--- src/rtl/eth_rx_word_packer.sv ---
// Receive-side payload packer: filters frames by destination MAC and packs the byte stream
// into 64-bit little-endian words tagged with byte count, source MAC and ethertype.
module eth_rx_word_packer #(
    parameter int unsigned MAX_PAYLOAD = 1500
) (
    input  logic        clk,
    input  logic        rst,
    input  logic [47:0] cfg_local_mac,
    input  logic        cfg_promisc,
    input  logic        s_eth_hdr_valid,
    output logic        s_eth_hdr_ready,
    input  logic [47:0] s_eth_dest_mac,
    input  logic [47:0] s_eth_src_mac,
    input  logic [15:0] s_eth_type,
    input  logic [7:0]  s_payload_tdata,
    input  logic        s_payload_tvalid,
    output logic        s_payload_tready,
    input  logic        s_payload_tlast,
    input  logic        s_payload_tuser,
    output logic [63:0] m_tdata,
    output logic [3:0]  m_tbytes,
    output logic        m_tvalid,
    input  logic        m_tready,
    output logic        m_tlast,
    output logic        m_tuser,
    output logic [15:0] m_frame_len,
    output logic [47:0] m_src_mac,
    output logic [15:0] m_type,
    output logic [31:0] stat_accepted,
    output logic [31:0] stat_dropped
);

    typedef enum logic [1:0] {StIdle, StPayload, StDrop} state_e;

    state_e      r_state;
    logic [63:0] r_acc;
    logic [2:0]  r_idx;
    logic [15:0] r_len;
    logic        r_ovf;
    logic [63:0] r_tdata;
    logic [3:0]  r_tbytes;
    logic        r_tvalid;
    logic        r_tlast;
    logic        r_tuser;
    logic [15:0] r_frame_len;
    logic [47:0] r_src_mac;
    logic [15:0] r_type;
    logic [31:0] r_stat_accepted;
    logic [31:0] r_stat_dropped;

    logic        w_hdr_ready;
    logic        w_pay_ready;
    logic        w_hdr_beat;
    logic        w_pay_beat;
    logic        w_dest_ok;
    logic        w_store;
    logic [15:0] w_len_inc;
    logic [63:0] w_lane_data;
    logic [63:0] w_word;
    logic [3:0]  w_fill;
    logic        w_emit;

    assign w_hdr_ready = (r_state == StIdle) && !r_tvalid;
    assign w_pay_ready = (r_state == StPayload) ? (!r_tvalid || m_tready) : (r_state == StDrop);
    assign w_hdr_beat  = s_eth_hdr_valid && w_hdr_ready;
    assign w_pay_beat  = s_payload_tvalid && w_pay_ready;

    assign w_dest_ok = cfg_promisc || (s_eth_dest_mac == cfg_local_mac)
                       || (s_eth_dest_mac == 48'hFFFF_FFFF_FFFF);

    // Bytes beyond the payload limit are counted but never stored.
    assign w_store     = {16'd0, r_len} < MAX_PAYLOAD;
    assign w_len_inc   = (r_len == 16'hFFFF) ? r_len : r_len + 16'd1;
    assign w_lane_data = 64'(s_payload_tdata) << {r_idx, 3'b000};
    assign w_word      = r_acc | (w_store ? w_lane_data : 64'd0);
    assign w_fill      = w_store ? ({1'b0, r_idx} + 4'd1) : {1'b0, r_idx};
    assign w_emit      = w_pay_beat && (r_state == StPayload)
                         && ((w_store && (r_idx == 3'd7)) || s_payload_tlast);

    always_ff @(posedge clk) begin
        if (rst) begin
            r_state         <= StIdle;
            r_acc           <= '0;
            r_idx           <= '0;
            r_len           <= '0;
            r_ovf           <= 1'b0;
            r_tdata         <= '0;
            r_tbytes        <= '0;
            r_tvalid        <= 1'b0;
            r_tlast         <= 1'b0;
            r_tuser         <= 1'b0;
            r_frame_len     <= '0;
            r_src_mac       <= '0;
            r_type          <= '0;
            r_stat_accepted <= '0;
            r_stat_dropped  <= '0;
        end else begin
            if (r_tvalid && m_tready) begin
                r_tvalid <= 1'b0;
            end
            case (r_state)
                StIdle: begin
                    if (w_hdr_beat) begin
                        if (w_dest_ok) begin
                            r_src_mac <= s_eth_src_mac;
                            r_type    <= s_eth_type;
                            r_len     <= '0;
                            r_idx     <= '0;
                            r_ovf     <= 1'b0;
                            r_acc     <= '0;
                            r_state   <= StPayload;
                        end else begin
                            r_stat_dropped <= r_stat_dropped + 32'd1;
                            r_state        <= StDrop;
                        end
                    end
                end
                StPayload: begin
                    if (w_pay_beat) begin
                        r_len <= w_len_inc;
                        if (w_store) begin
                            r_acc <= w_word;
                            r_idx <= r_idx + 3'd1;
                        end else begin
                            r_ovf <= 1'b1;
                        end
                        if (w_emit) begin
                            r_acc       <= '0;
                            r_tdata     <= w_word;
                            r_tbytes    <= w_fill;
                            r_tvalid    <= 1'b1;
                            r_tlast     <= s_payload_tlast;
                            r_tuser     <= s_payload_tlast
                                           && (s_payload_tuser || r_ovf || !w_store);
                            r_frame_len <= w_len_inc;
                        end
                        if (s_payload_tlast) begin
                            r_idx           <= '0;
                            r_stat_accepted <= r_stat_accepted + 32'd1;
                            r_state         <= StIdle;
                        end
                    end
                end
                StDrop: begin
                    if (w_pay_beat && s_payload_tlast) begin
                        r_state <= StIdle;
                    end
                end
                default: r_state <= StIdle;
            endcase
        end
    end

    assign s_eth_hdr_ready  = w_hdr_ready;
    assign s_payload_tready = w_pay_ready;
    assign m_tdata          = r_tdata;
    assign m_tbytes         = r_tbytes;
    assign m_tvalid         = r_tvalid;
    assign m_tlast          = r_tlast;
    assign m_tuser          = r_tuser;
    assign m_frame_len      = r_frame_len;
    assign m_src_mac        = r_src_mac;
    assign m_type           = r_type;
    assign stat_accepted    = r_stat_accepted;
    assign stat_dropped     = r_stat_dropped;

endmodule

--- config.mk ---
export PLATFORM = sky130hd
export DESIGN_NAME = eth_rx_word_packer
export DESIGN_NICKNAME = d
export VERILOG_FILES = /design/src/rtl/eth_rx_word_packer.sv
export SDC_FILE = /design/constraint.sdc
export NUM_CORES = 1
export LEC_CHECK = 0
export CORE_ASPECT_RATIO = 0.8
export CORE_MARGIN = 2
export CORE_UTILIZATION = 45
export CTS_CLUSTER_DIAMETER = 150
export DETAILED_ROUTE_END_ITERATION = 10
export PLACE_DENSITY = 0.76
export SYNTH_ARGS = -nofsm -noshare
export SYNTH_HDL_FRONTEND = slang
export SYNTH_SLANG_ARGS = --single-unit
--- constraint.sdc ---
create_clock -name clk -period 5.1 [get_ports clk]
set_clock_uncertainty 0.1 [all_clocks]
set_input_delay 0.51 -clock clk [delete_from_list [all_inputs] [get_ports clk]]
set_output_delay 0.51 -clock clk [all_outputs]
set_load 0.02 [all_outputs]
==> results.cfg <==
[run_status]
status = finished clean

[synthesis]
synth_ff_type = dfxtp_1
synth_area_mm2 = 0.0137
yosysSeqAreaShare_pct = 44.1
synth_fp_nets = 1782
async_reset_ff_share_pct = 0
ys_warn_count = 0
syn_avg_cell_area_um2 = 8.54
syn-instance-count = 1601
synth.distinct_cells = 56
yosys.area.top_type_share_pct = 44.1
synth_edf_count = 0
synth_largest_area_cell = dfxtp_1
ys_ff_latch = 301
synth_area_leaders = dfxtp_1 (44%), mux2i_1 (5.3%), nand2_1 (5.2%)

[cts]
clockBufferDepth = 3
clkSinkCount = 301
hold_buffers = 0
numCtsBuffers = 31
cts_tree = built
ctsResizeCount = 0
clkSlewWorstSetupHoldPaths_ns = 0.06
insertion_delay_ns = 0.56
post_cts_buffers = 0
h-tree-depth = 1
cts_root_buf = clkbuf_16

[timing]
fin_tns_setup_ns = 0
min_period_ns = 3.67
rsz0062_at_grt = false
whs_ns = 0.347
worst_slew_pin_slew_ns = 1.24
final.period_utilization_pct = 71.9
layout_setup_ws_ns = 1.43
hold_violations = 0
setup_viol = 0
fmax_mhz = 273
slew_violations = 0
slew_headroom_pct = 16.7

[cells_and_area]
area_delta_synth_final_pct = 37.2
final_common_cell = clkdlybuf4s50_1
most-common-layout-cells = clkdlybuf4s50_1 (391), dfxtp_1 (300), nand2_1 (187)
nets = 2084
drive_gt1_share_pct = 5.09
fin_util_pct = 62.3

[placed_design]
io_buffers = 392
place_ws_ns = 1.00
hpwl_mm = 30.8
routabilityCongestion = 1.14

[routing]
wl_mm = 43.1
remaining_drc_errors = 0
wl_per_cell_um = 18.4
first_pass_iters = 5
via_count = 13100
drt_iter0_markers = 938
postRouteAntennaNets = 0
via_per_inst = 5.60

[pwr]
p_clk_share_pct = 43.4
total_leakage_power_nw = 6.22
internal-power_w = 0.00412
power.share.sequential_pct = 44.7
power_density_mw_per_mm2 = 291
p_comb_share_pct = 11.9
switching_share_pct = 24.6
ir_drop_mv = 0.246
p_switching_w = 0.00135

[worst_hold_path]
hold_class = flip-flop to flip-flop

[setup_path]
startpoint_type = flip-flop
arrival_ns = 3.06
worstSetupPathType = flip-flop to output pin
required_ns = 4.49
endpoint_kind = output pin
cp_max_fo = 42

[floorplan]
die-width_um = 199
core_area_mm2 = 0.0301
initial_core_util_pct = 45.4
chipHeight_um = 160
die_area_mm2 = 0.0318
io_pins = 393
rows = 57

[global_routing]
overflow = 0
grt_max_degree = 88
grt_pass1_wl_mm = 67.5
grt_antenna_before_repair = 6
grt_pass1_vias = 12500
grt_usage_pct = 26.3

[flow_run]
cap_violations = 0
cell type report:
| type | count | area, µm² |
|---|---|---|
| diodes | 6 | 15.0 |
| clock buffers | 48 | 940 |
| clock inverters | 9 | 134 |
| fillers | 2582 | 11300 |
| inverters | 75 | 284 |
| multi-input cells | 1089 | 6790 |
| flip-flops and latches | 301 | 6030 |
| well taps | 413 | 517 |
| repair buffers | 405 | 4060 |
power groups by stage:
stage          clock network, W  registers [W]  logic [W]
6_report                0.00237        0.00244   0.000650
5_1_grt                 0.00251        0.00245   0.000696
4_1_cts                 0.00240        0.00244   0.000649
3_5_place_dp                  0        0.00249   0.000644
3_3_place_gp                  0        0.00249   0.000638
2_1_floorplan                 0        0.00254   0.000268
through the flow:
step | total power (W) | area [µm²] | std cells
6_report | 0.00546 | 18800 | 2346
5_1_grt | 0.00566 | 18800 | 2346
4_1_cts | 0.00550 | 18700 | 2340
3_5_place_dp | 0.00314 | 17700 | 2283
3_3_place_gp | 0.00313 | 17700 | 2283
2_1_floorplan | 0.00281 | 13700 | 1601
state kept, by name (all words and copies together) (netlist names):
register       cells
m_tdata           64
r_acc             64
m_src_mac         48
stat_accepted     32
stat_dropped      32
m_frame_len       16
m_type            16
r_len             16
m_tbytes           4
r_idx              3
r_state            2
m_tlast            1
m_tuser            1
m_tvalid           1
r_ovf              1
worst max-delay path: stages (launching register included):
cell and delay [ns]:
dfxtp_2 0.59, buf_4 0.50, nand2b_1 0.43, o21ai_0 0.28
clkdlybuf4s50_1 0.69
worst paths after layout:
path | start | cells past startpoint | endpoint | slack, ns
setup / recovery | r_state[0]$_SDFFE_PP0P_ | 4 | s_payload_tready | 1.43
hold reg to reg | r_acc[2]$_SDFFE_PP0P_ | 2 | r_acc[2]$_SDFFE_PP0P_ | 0.35
setup reg to reg | r_state[0]$_SDFFE_PP0P_ | 7 | stat_accepted[30]$_SDFFE_PP0P_ | 1.62
hold / removal | r_acc[2]$_SDFFE_PP0P_ | 2 | r_acc[2]$_SDFFE_PP0P_ | 0.35
layer usage:
layer / routed length (µm) / share of wire [%] / track usage (%) / vias up
met3: 3650 / 8.5 / 7.39 / 85
met1: 18800 / 43 / 34.7 / 6240
li1: - / - / - / 6328
met2: 19300 / 45 / 41.2 / 483
met4: 1460 / 3.4 / 9.46 / 0
met5: 0 / 0 / 0 / -
kinds of logic after synthesis:
kind of cell / count (synthesis) / synth area share [%]
AO/OA/AOI/OAI: 319 / 16.4
adder cells (fa/ha/maj): 5 / 0.458
multiplexers: 79 / 5.84
flip-flops: 301 / 44.1
buffers and inverters: 211 / 6.43
XOR/XNOR: 86 / 5.51
AND/OR/NAND/NOR: 600 / 21.3
synthesized netlist by cell type, types with 15 or more instances:
cell,count
nor2_1,136
dfxtp_1,301
o21ai_0,16
and3_1,15
o31ai_1,21
a21oi_1,97
mux2i_1,73
clkbuf_1,92
inv_1,75
nor3_1,75
o2111ai_1,54
a211oi_1,80
nor4_1,25
nor2b_1,16
or4_1,22
nand4_1,34
nand2_1,188
buf_2,34
xnor2_1,22
nand3_1,41
xor2_1,64
Note: power is estimated with default switching activity, not from simulation.
